`config.mk`:
```
export PLATFORM = sky130hd
export DESIGN_NAME = alu_result_serializer
export DESIGN_NICKNAME = d
export VERILOG_FILES = /design/src/rtl/alu_result_serializer_pkg.sv /design/src/rtl/alu_result_serializer_baud_tick_gen.sv /design/src/rtl/alu_result_serializer.sv
export SDC_FILE = /design/constraint.sdc
export NUM_CORES = 1
export LEC_CHECK = 0
export ABC_AREA = 1
export CORE_MARGIN = 3
export CORE_UTILIZATION = 55
export DETAILED_ROUTE_END_ITERATION = 12
export PLACE_DENSITY = 0.89
export SYNTH_ARGS = -nofsm -noshare
export SYNTH_HDL_FRONTEND = slang
export SYNTH_SLANG_ARGS = --single-unit
export TNS_END_PERCENT = 10
```
`constraint.sdc`:
```
create_clock -name clock -period 3.7 [get_ports clock]
set_clock_uncertainty 0.2 [all_clocks]
set_input_delay 0.555 -clock clock [delete_from_list [all_inputs] [get_ports clock]]
set_output_delay 0.555 -clock clock [all_outputs]
set_load 0.01 [all_outputs]
```
`src/rtl/alu_result_serializer_pkg.sv`:
```
// alu_ser_pkg: shared definitions for the ALU result serializer.
//   - state_e     : FSM state encoding (S_IDLE/S_START/S_DATA/S_PARITY/S_STOP)
//   - START_BIT, STOP_BIT, IDLE_LEVEL : serial line levels
//   - cnt_w()     : counter width helper that never returns zero
package alu_ser_pkg;

  localparam logic START_BIT  = 1'b0;
  localparam logic STOP_BIT   = 1'b1;
  localparam logic IDLE_LEVEL = 1'b1;

  typedef enum logic [2:0] {
    S_IDLE   = 3'd0,
    S_START  = 3'd1,
    S_DATA   = 3'd2,
    S_PARITY = 3'd3,
    S_STOP   = 3'd4
  } state_e;

  // A divide-by-1 counter still needs one bit of storage.
  function automatic int cnt_w(input int n);
    return (n > 1) ? $clog2(n) : 1;
  endfunction

endpackage

```
`src/rtl/alu_result_serializer_baud_tick_gen.sv`:
```
// baud_tick_gen: bit-period timer for the serializer.
//   Counts 0..BAUD_DIV-1 while en_i is high and pulses tick_o on the last
//   cycle of each bit period. Dropping en_i clears the count, so every frame
//   starts with a full-length first bit.
// Ports:
//   clock   in  system clock, rising edge
//   resetn  in  asynchronous active-low reset
//   en_i    in  count enable (frame in progress)
//   tick_o  out last cycle of the current bit period
module baud_tick_gen
  import alu_ser_pkg::*;
#(
  parameter int BAUD_DIV = 4
) (
  input  logic clock,
  input  logic resetn,
  input  logic en_i,
  output logic tick_o
);

  localparam int            CW   = cnt_w(BAUD_DIV);
  localparam logic [CW-1:0] LAST = CW'(BAUD_DIV - 1);

  logic [CW-1:0] cnt_q, cnt_d;

  always_comb begin
    cnt_d = '0;
    if (en_i) cnt_d = (cnt_q == LAST) ? '0 : cnt_q + CW'(1);
  end

  always_ff @(posedge clock or negedge resetn) begin
    if (!resetn) cnt_q <= '0;
    else         cnt_q <= cnt_d;
  end

  assign tick_o = en_i && (cnt_q == LAST);

endmodule

```
`src/rtl/alu_result_serializer.sv`:
```
// alu_result_serializer: 1-wire transmitter for ALU result words.
//   Accepts one DATA_W word over valid/ready and sends
//   start(0), data LSB-first, [even parity], stop(1), each bit held BAUD_DIV
//   cycles. One word in flight; in_valid while busy is ignored.
//   Optional parity bit: define ALU_SER_PARITY_EN.
// Ports:
//   clock     in  system clock, rising edge
//   resetn    in  asynchronous active-low reset (aborts a frame, no done)
//   in_valid  in  in_data holds a word to send
//   in_ready  out block can accept a word this cycle (= ~busy)
//   in_data   in  word to send, sampled on accept
//   tx_out    out serial line, idles high
//   busy      out frame in progress
//   done      out one-cycle pulse in the first idle cycle after stop
// All outputs come straight from flops; tx/busy are computed from the
// next state so the line changes in the cycle right after the accept edge.
module alu_result_serializer
  import alu_ser_pkg::*;
#(
  parameter int DATA_W   = 8,
  parameter int BAUD_DIV = 4
) (
  input  logic              clock,
  input  logic              resetn,
  input  logic              in_valid,
  output logic              in_ready,
  input  logic [DATA_W-1:0] in_data,
  output logic              tx_out,
  output logic              busy,
  output logic              done
);

  localparam int            BW       = cnt_w(DATA_W);
  localparam logic [BW-1:0] LAST_BIT = BW'(DATA_W - 1);

  state_e            state_q, state_d;
  logic [DATA_W-1:0] shift_q, shift_d;
  logic [BW-1:0]     bit_q, bit_d;
  logic              tx_q, tx_d;
  logic              busy_q, busy_d;
  logic              done_q, done_d;
  logic              tick;
  logic              accept;
`ifdef ALU_SER_PARITY_EN
  logic              par_q, par_d;
`endif

  baud_tick_gen #(.BAUD_DIV(BAUD_DIV)) u_baud (
    .clock  (clock),
    .resetn (resetn),
    .en_i   (busy_q),
    .tick_o (tick)
  );

  assign accept = in_valid && !busy_q;

  // Next state, shift register and bit counter.
  always_comb begin
    state_d = state_q;
    shift_d = shift_q;
    bit_d   = bit_q;
    done_d  = 1'b0;
`ifdef ALU_SER_PARITY_EN
    par_d   = par_q;
`endif
    case (state_q)
      S_IDLE: begin
        if (accept) begin
          state_d = S_START;
          shift_d = in_data;
          bit_d   = '0;
`ifdef ALU_SER_PARITY_EN
          // Captured up front since the shift register is consumed in DATA.
          par_d   = ^in_data;
`endif
        end
      end
      S_START: if (tick) state_d = S_DATA;
      S_DATA: begin
        if (tick) begin
          shift_d = shift_q >> 1;
          if (bit_q == LAST_BIT) begin
            bit_d = '0;
`ifdef ALU_SER_PARITY_EN
            state_d = S_PARITY;
`else
            state_d = S_STOP;
`endif
          end else begin
            bit_d = bit_q + BW'(1);
          end
        end
      end
`ifdef ALU_SER_PARITY_EN
      S_PARITY: if (tick) state_d = S_STOP;
`endif
      S_STOP: begin
        if (tick) begin
          state_d = S_IDLE;
          done_d  = 1'b1;
        end
      end
      default: state_d = S_IDLE;
    endcase
  end

  // Registered outputs, looked up from the next state.
  always_comb begin
    tx_d = IDLE_LEVEL;
    case (state_d)
      S_START:  tx_d = START_BIT;
      S_DATA:   tx_d = shift_d[0];
`ifdef ALU_SER_PARITY_EN
      S_PARITY: tx_d = par_d;
`endif
      S_STOP:   tx_d = STOP_BIT;
      default:  tx_d = IDLE_LEVEL;
    endcase
    busy_d = (state_d != S_IDLE);
  end

  always_ff @(posedge clock or negedge resetn) begin
    if (!resetn) begin
      state_q <= S_IDLE;
      shift_q <= '0;
      bit_q   <= '0;
      tx_q    <= IDLE_LEVEL;
      busy_q  <= 1'b0;
      done_q  <= 1'b0;
    end else begin
      state_q <= state_d;
      shift_q <= shift_d;
      bit_q   <= bit_d;
      tx_q    <= tx_d;
      busy_q  <= busy_d;
      done_q  <= done_d;
    end
  end

`ifdef ALU_SER_PARITY_EN
  always_ff @(posedge clock or negedge resetn) begin
    if (!resetn) par_q <= 1'b0;
    else         par_q <= par_d;
  end
`endif

  assign tx_out   = tx_q;
  assign busy     = busy_q;
  assign in_ready = ~busy_q;
  assign done     = done_q;

endmodule

```
* Word-level counts from Yosys, hierarchy flattened *
Index checks and enable logic that the tools add are counted.

operators by class
  multiplexer cells = 18
  bitwise operators = 1
  eq/ne operators = 9
  shift operators = 0
  div/mod/pow operators = 0
  $lt $le $gt $ge = 0
  reduce and logical (&&, ||, !) cells = 7
  multiply operators = 0
  $add $sub $neg = 2

operators with widths
  kind                 number
  $mux 3               8
  $mux 8               2
  $pmux 8 s2           1
  $pmux 3 s4           1
  $eq 3x1->1 const B   2
  $eq 3x2->1 const B   2
  $eq 3x3->1 const B   2
  $pmux 3 s2           1
  $mux 2               2
  $ne 2x2->1 const B   2
  $add 3x1->3 const B  1
  $logic_not 3->1      1
  $reduce_and 3->1     1
  $reduce_bool 3->1    1
  $add 2x1->2 const B  1
  $eq 2x2->1 const B   1
  $logic_and 1x1->1    2
  $mux 1               2
  $pmux 1 s2           1
  $reduce_bool 2->1    1
  $logic_not 1->1      1
  $not 1->1            1

storage, ports and cells
  word-level logic and storage cells = 45
  memories = 0
  latch bits = 0
  memory bits (read-only) = 0
  register bits = 19
  RAM bits = 0
  output and inout port bits = 4

* Longest topological paths before layout *
Gate-level depths: netlist of run 1.

  word-level depth = 6
  gate-level depth with buffers = 8
  gate-level depth less buffers = 8

* Cells and area by module *
A second synthesis of run 1 with hierarchy kept.

second synthesis, totals
  cell total of the unflattened synthesis = 115
  area, all modules = 970.9 µm²

modules (own cells, without submodules)
  module                 instances  area each (µm²)  sequential area each (µm²)  cells each
  alu_result_serializer  1          882.1            426.7                       105
  baud_tick_gen          1          88.8             50.0                        10

* Least setup slack after synthesis of run 1 *
No wires, ideal clock.

  kind = register to register
  start = register u_baud.cnt_q[0]
  end = register busy_q (netlist: busy)
  stages on the path, launching flop included = 8
  slack = 2.319 ns
  period minus slack after synthesis = 1.381 ns
  path buffers = 0
  data required time = 3.383 ns
  setup time = 0.117 ns
  arrival time = 1.065 ns
  path through = dfrtp_1 > ha_1 > nand2_4 > clkinv_4 > nand2_1 > nand2_2 > nor2_2 > nand2_1

between the ends
  longest elaborated chain between the ends = 5
  elaborated cells on any way between the ends = 7

ends and longest elaborated chain
  what                              line                                                                                   text
  from (decl)                       alu_result_serializer_baud_tick_gen.sv:24                                              logic [CW-1:0] cnt_q, cnt_d;
  from (signal assigned)            alu_result_serializer_baud_tick_gen.sv:33                                              else cnt_q <= cnt_d;
  $eq 2x2->1 (*)                    alu_result_serializer_baud_tick_gen.sv:36                                              assign tick_o = en_i && (cnt_q == LAST);
  $logic_and 1x1->1 (*)             alu_result_serializer_baud_tick_gen.sv:36
  $mux 3, on equally long branches  alu_result_serializer.sv:98, alu_result_serializer.sv:78, alu_result_serializer.sv:80
  $pmux 3 s4 (*)                    alu_result_serializer.sv:66                                                            case (state_q)
  via state_d[1]                    alu_result_serializer.sv:36                                                            state_e state_q, state_d;
  $reduce_bool 3->1 (*)             alu_result_serializer.sv:119                                                           busy_d = (state_d != S_IDLE);
  via busy_d                        alu_result_serializer.sv:40                                                            logic busy_q, busy_d;
  to (signal assigned)              alu_result_serializer.sv:135                                                           busy_q <= busy_d;
  to (decl)                         alu_result_serializer.sv:40

Mark *: on every way through the listed nets, which the timed path passes. The rest lies on a longest branch.
A chain may end at the register's enable or synchronous reset.

* Worst setup path in the final report of run 1 *
  start = register busy_q (netlist: busy)
  end = output port in_ready

between the ends
  longest elaborated chain between the ends = 1

ends and longest elaborated chain
  what       line                          text
  $not 1->1  alu_result_serializer.sv:149  assign in_ready = ~busy_q;
  to (decl)  alu_result_serializer.sv:26   output logic in_ready,

Every way passes these cells.

==> out/qor.yml, run 1 <==
path_clk_slew_ps: 100
required_ps: 2940
regToRegSetupSlack_ps: 2200
seq_area_um2: 477
gp_congestion: 0.876
grt_pass1_wl_mm: 2.95
ys_async_sr_fraction_pct: 100
worst_slew_pin_slew_ps: 822
synth-edff-count: 0
syn_area_um2: 955
wl_per_cell_um: 12.4
via_per_inst: 5.19
max_freq_mhz: 451
irDropWorstVdd_mv: 0.361
fin_nets: 139
cts_root_buffer: "clkbuf_4"
fin_crit_sh_pct: 59.9
worstPathArrival_ps: 1460
antenna_left: 0
layout-drive-gt1-share_pct: 16.9
chipWidth_um: 47.7
pwr-share-seq_pct: 45.5
finalSetupViolCount: 0
cts_setup_buffers: 0
clk_latency_ps: 300
power_density_nw_per_um2: 642
intPower_uw: 445
ys_ff_latch: 19
crit_path_end_kind: "output pin"
hold_start: "u_baud.cnt_q[0]"
io_pins: 15
ys_top_cells_by_area: "dfrtp_1 47%, nand2_1 18%, nor2_8 6.3%"
cts_hold_buf: 0
p_sw_uw: 288
syn2layout_area_growth_pct: 19.7
dp.cells: 136
min_to: "u_baud.cnt_q[0]"
setup_tns_ps: 0
period_minus_slack_ps: 2220
fillers: 126
slew_violations: 0
grt_pass1_vias: 746
fp.dieArea_um2: 2270
slowest_stage: "clkdlybuf4s50_1"
final_cells: 140
synth_cell_type_count: 18
drtIter0Drc: 5
yosysMostFrequentCell: "nand2_1"
drc: 0
cts_resized: 0
critical-path-max-stage-delay_ps: 550
clk_path_buf_depth: 2
critical_path.max_fanout: 5
hpwlAfterDp_mm: 1.37
min_path_type: "reg -> reg"
multiInputGateArea_um2: 439
syn_inst: 106
reg2reg_from: "u_baud.cnt_q[0]"
die_h_um: 47.7
status: "finished clean"
rsz0062_at_grt: "false"
comb_power_share_pct: 40.2
initial_core_util_pct: 60.6
cp-start-kind: "flip-flop"
row_count: 14
cts_tree: "done"
numPortBuffers: 14
vias: 727
worstPathCellList: "inv_2 -> clkdlybuf4s50_1"
htreeDepth: 1
switching_share_pct: 39.3
maxSlewHeadroom_pct: 45.0
reg2regPathDepth: 7
antenna_cells: 0
yosys.area.top_type: "dfrtp_1"
synth_top_area_share_pct: 47.2
coreArea_um2: 1580
synth_common_cells: "45 x nand2_1, 18 x dfrtp_1, 10 x nand3_1"
yosys_warnings: 0
antenna_found_initial: 0
grt_overflow: 0
worstSetupPathType: "reg -> out"
p_total_uw: 733
clkPwrFrac_pct: 14.3
ys_seq_area_share_pct: 49.9
hold_viol: 0
min_path_cells: 1
wl_mm: 1.73
reg2reg_to: "busy"
drtPass1Iterations: 4
synth_flop_cell: "dfrtp_1"
grt_start_max_net_pins: 20
groute.usage.overall_pct: 18.9
p_leak_uw: 0.000620
syn_area_per_cell_um2: 9.01
cts.sinks: 19
cap_violations: 0
syn_nets: 120
numCtsBuffers: 3
[state kept, by name, summed over array words and instances, names as in the netlist]
register and flops:
bit_q 3, state_q 3, shift_q 8, busy 1
tx_out 1, done 1, u_baud.cnt_q 2
[worst max-delay path by stage]
stage	start	endpoint	slack, ps	cells after the start
6_report	busy	in_ready	1480	2
5_1_grt	busy	in_ready	1400	2
4_1_cts	busy	in_ready	1470	2
3_5_place_dp	in_valid	shift_q[5]	1780	6
3_3_place_gp	in_valid	shift_q[4]	1790	6
2_1_floorplan	u_baud.cnt_q[0]	busy	2320	7
[stage by stage]
| stage | hold slack, ps | utilization, % | worst slack (ps) | instance area, um2 |
|---|---|---|---|---|
| after floorplan | 59.4 | - | 2320 | 955 |
| after global placement | 231 | 70.7 | 1790 | 1110 |
| after detailed placement | 239 | 70.7 | 1780 | 1110 |
| after CTS | 254 | 72.5 | 1470 | 1140 |
| after global routing | 287 | 72.5 | 1400 | 1140 |
| final | 248 | 72.5 | 1480 | 1140 |
[power groups by stage]
stage / Sequential, uW / Combinational, uW / Clock [uW]
global route: 345 / 331 / 117
detailed placement: 338 / 298 / 0
global placement: 334 / 284 / 0
floorplan: 333 / 203 / 0
CTS: 334 / 298 / 108
finish: 334 / 295 / 105
[final cells by class]
type	instances	share of cell area (%)
Sequential cell	19	41.7
Multi-Input combinational cell	78	38.4
Timing Repair Buffer	14	12.3
Inverter	9	3.40
Clock buffer	3	1.97
Tap cell	16	1.75
Clock inverter	1	0.438
[cell families (layout without fill, tap and decap cells)]
group           after synthesis  count (layout)  share of synthesized area (%)
compound gates                1               1                           1.31
fa+ha+maj                     3               3                           3.93
buf+inv                       9              27                           4.06
flops                        19              19                           49.9
simple gates                 74              74                           40.8
[layer usage]
layer,global-route usage [%],vias to the layer above,share of wire [%],wire length [um]
met5,0,-,0,0
met4,8.60,0,2.0,34
met3,4.51,4,3.9,67
met2,33.7,17,52,910
met1,21.1,337,42,721
li1,-,369,-,-
[layout by cell type (no fill, tap or decap), types with 2 or more instances in the layout]
cell type	n
nand3_1	10
ha_1	3
inv_1	7
nand4_1	2
clkdlybuf4s50_1	14
nand2_4	2
nor2_1	3
nand2_1	45
clkbuf_4	3
dfrtp_1	18
nor2_8	3
nand2_2	5
[critical path, delay by kind of cell (launching register included)]
kind,cells,cell delay (ps)
buffers and inverters,2,700
flip-flops,1,460
Power figures use the tool's default switching activity.
==> run 2, diff against run 1 <==
- CORE_UTILIZATION: 55 -> 46
- PLACE_DENSITY: 0.89 -> 0.81
- clock period: 3.7 -> 1.8 ns (I/O delays scaled with it)
==> run 2 against run 1 <==
Against the previous run: sequential share of layout area down 0.57 points; worst hold slack lost 230 ps; final area grew 1.6%; routed wire length decreased by 3.9%; global-route usage is 3.6 points lower; largest power group unchanged.
==> out/qor.yml, run 2 (same netlist as run 1, synthesis figures left out) <==
status: "finished clean"
required_ps: 1330
period_minus_slack_ps: 1650
crit_path_end_kind: "output pin"
cts_setup_buffers: 0
critical_path.max_fanout: 1
clk_path_buf_depth: 2
cts_root_buffer: "clkbuf_4"
grt_pass1_wl_mm: 3.02
groute.usage.overall_pct: 15.3
worstPathCellList: "clkdlybuf4s50_1"
die_h_um: 51.6
cp-start-kind: "flip-flop"
setup_tns_ps: 0
coreArea_um2: 1840
fp.dieArea_um2: 2660
wl_mm: 1.67
slew_violations: 0
numCtsBuffers: 3
via_per_inst: 4.97
clk_latency_ps: 290
antenna_left: 0
hold_viol: 0
grt_overflow: 0
holdWs_ps: 22.3
irDropWorstVdd_mv: 0.590
worstSetupPathType: "reg -> out"
antenna_found_initial: 0
min_path_type: "in -> async"
slowest_stage: "clkdlybuf4s50_1"
power_density_nw_per_um2: 1270
drtPass1Iterations: 4
largest_register_ffs: 8
maxSlewHeadroom_pct: 79.2
grt_start_max_net_pins: 14
final_common_cell: "nand2_1"
worstPathArrival_ps: 1180
critical-path-max-stage-delay_ps: 530
drc: 0
rsz0062_at_grt: "false"
worst_slew_pin_slew_ps: 311
numPortBuffers: 14
gp_congestion: 0.753
cap_violations: 0
top_register: "shift_q"
critPathBufInv: 1
cts_tree: "done"
initial_core_util_pct: 51.9
grt_pass1_vias: 727
critPathTopFamily: "buffers and inverters"
top_regs: "shift_q: 8 flops, bit_q: 3 flops, state_q: 3 flops"
htreeDepth: 1
layout-drive-gt1-share_pct: 17.6
final_cell_mix: "45 x nand2_1, 17 x dfrtp_1, 11 x clkdlybuf4s50_1, 10 x nand3_1, 7 x inv_1"
max_freq_mhz: 608
syn2layout_area_growth_pct: 21.6
finalSetupViolCount: 0
path_clk_slew_ps: 100
wl_per_cell_um: 11.1
antenna_cells: 0
drtIter0Drc: 11
fin_crit_sh_pct: 91.4
hpwlAfterDp_mm: 1.35
p_leak_uw: 0.000633
fin_nets: 140
cts.sinks: 19
vias: 745
chipWidth_um: 51.6
io_pins: 15
row_count: 15
run 2: changes by cell type in the layout (fill, tap and decap cells not counted), sizes merged:
cell           before  now
clkdlybuf4s50      14   11
clkinv              2    1
clkbuf              3    4
dlygate4sd2         0    2
buf                 0    1
dlymetal6s2s        0    1
run 2: power breakdown:
| part | internal (uW) | total (uW) | switching, uW | leakage, uW |
|---|---|---|---|---|
| registers | 586 | 685 | 99.4 | 0.000241 |
| clock network | 86.1 | 212 | 126 | 0.0000150 |
| logic | 230 | 575 | 345 | 0.000377 |
| total | 902 | 1470 | 570 | 0.000633 |
run 2: worst paths after layout:
kind	start	end	slack, ps	cells after the start
max	done	done	150	1
min	resetn	done	20	1
max reg2reg	u_baud.cnt_q[0]	tx_out	320	8
min reg2reg	u_baud.cnt_q[0]	u_baud.cnt_q[0]	250	1
max in group asynchronous	resetn	busy	890	2
min in group clock	u_baud.cnt_q[0]	u_baud.cnt_q[0]	250	1
run 2: through the flow:
stage	std cells	utilization (%)	instance area, um2	total power (uW)	setup slack, ps
after CTS	150	63.0	1160	1490	25.7
after global routing	150	63.1	1160	1600	106
after global placement	146	61.6	1130	1270	197
after detailed placement	146	61.6	1130	1290	145
final	150	63.1	1160	1470	155
after floorplan	106	-	955	1100	419
run 2: metal layers:
metal,vias to the layer above,track usage (%),routed length (um)
li1,373,-,-
met1,345,17.1,735
met2,25,28.0,829
met3,2,3.72,92
met4,0,5.24,8
met5,-,0,0
run 2: final cells by class:
class                      instances  area [um2]
clock buffer                       4        26.3
fill                             159         678
inverter                           9        38.8
multi-input combinational         78         439
sequential                        19         478
tap                               25        31.3
timing repair buffer              15         148
run 2: repair_timing:
| item | CTS | global route |
|---|---|---|
| gates resized for setup | 3 | 1 |
| cloned | 0 | 0 |
| hold buffers | 0 | 0 |
| endpoints found under the setup margin | 3 | 1 |
==> edit, RTL diff (flow settings as in run 2) <==
Set the parameter `DATA_W` to 6 (it was 8).
--- a/src/rtl/alu_result_serializer.sv
+++ b/src/rtl/alu_result_serializer.sv
@@ -19,3 +19,3 @@
 #(
-  parameter int DATA_W   = 8,
+  parameter int DATA_W   = 6,
   parameter int BAUD_DIV = 4
Interface: changed (resized in_data); port bits go from 15 to 13. No check against the original RTL was run, so the function may have changed too.
==> edit against run 2 <==
- setup slack worse by 66 ps
- total power fell by 11%
- routed wire length down 4.4%
- critical path depth is the same
- register-to-register slack worse by 30 ps
- synthesized area decreased by 9.2%
- clock power fell by 4%
- core utilization down 2.1 points
- combinational power down 10%
- hold slack improved by 1.7 ps
- sequential cell count decreased by 2
- design area fell by 8.3%
==> edit: results (changes against run 2) <==
[outcome]
status=completed  ; unchanged

[worst_setup_path]
r2r_slack_ps=290  ; was 320 ps
r2r_end=busy  ; was tx_out
startpoint=busy  ; was done
cp.arrival_ps=1240  ; was 1180 ps
max_stage_delay_ps=550  ; was 530 ps
worst_r2r_path_depth=7  ; was 8

[synth]
synthesis.nets=115  ; was 120
synthDistinctLibCells=21  ; was 18
yosysSeqAreaShare_pct=49.2  ; was 49.9%
synth_commonest_cells=28 x nand2_1, 16 x dfrtp_1, 15 x inv_1  ; was 45 x nand2_1, 18 x dfrtp_1, 10 x nand3_1
synthCells=105  ; was 106

[pwr]
irDropWorstVdd_mv=0.901  ; was 0.590 mV
pg_comb_mw=0.515  ; was 0.575 mW
leakage_nw=0.529  ; was 0.633 nW
pg_seq_mw=0.594  ; was 0.685 mW
total_power_mw=1.31  ; was 1.47 mW

[global_route]
grt_pass1_vias=650  ; was 727
grt_max_degree=12  ; was 14
grt_usage_pct=15.6  ; was 15.3%
grt_pass1_wl_um=2800  ; was 3020 um

[placed_design]
place_congestion=0.846  ; was 0.753
hpwl_um=1260  ; was 1350 um

[drt]
via_per_inst=4.77  ; was 4.97
drt-initial-drc-count=12  ; was 11

[cells_and_area]
largestRegisters=shift_q (6), bit_q (3), state_q (3)  ; was shift_q (8), bit_q (3), state_q (3)
layout.cells.non_filler=149  ; was 150
final_layout_size_suffix_gt1_share_pct=14.5  ; was 17.6%
fillers=161  ; was 159

[timing]
fmax_mhz=584  ; was 608 MHz
relSlewSlack_pct=78.5  ; was 79.2%

edit: repair_timing:
item,in CTS,in global routing
buffers inserted,1,0
resized for setup,2,0
setup endpoints to repair,2,0
edit: layout make-up:
type	instances	area share (%)
Multi-Input combinational cell	70	34.5
Tap cell	25	2.94
Clock buffer	4	2.47
Sequential cell	17	40.1
Timing Repair Buffer	15	13.2
Inverter	18	6.82
edit: worst reg2reg max path, stage by stage, from the launching register on:
cell     delay, ps
dfrtp_1        390
ha_1           230
nand2_2        160
inv_4           70
nand4_1        110
nand2_2         80
nor2_1         100
nand2_1         60
edit: routing by layer:
layer / part of all wire [%] / GRT usage, % / up-vias
li1: - / - / 378
met1: 45 / 18.8 / 321
met2: 50 / 24.8 / 9
met3: 2.8 / 4.59 / 3
met4: 1.6 / 8.29 / 0
met5: 0 / 0 / -
edit: worst min path at each step:
stage | to | cells after the start | start
2_1_floorplan | bit_q[0] | 0 | resetn
3_3_place_gp | u_baud.cnt_q[0] | 1 | u_baud.cnt_q[0]
3_5_place_dp | u_baud.cnt_q[0] | 1 | u_baud.cnt_q[0]
4_1_cts | done | 1 | resetn
5_1_grt | state_q[1] | 1 | resetn
6_report | done | 1 | resetn
edit: metrics by stage:
stage / area, um^2 / hold WS (ps)
after floorplan: 867 / -226
after global placement: 1030 / 227
after CTS: 1060 / 22.7
final: 1060 / 24.0
after detailed placement: 1030 / 231
after global routing: 1060 / 30.2
edit: kinds of logic (layout without fill, tap and decap cells):
kind of cell	count (synthesis)	after routing	share of synthesized area [%]
AO/OA/AOI/OAI	10	10	7.21
adder cells (fa/ha/maj)	1	1	1.44
buffers and inverters	18	37	8.37
flip-flops	17	17	49.2
AND/OR/NAND/NOR	59	59	33.8
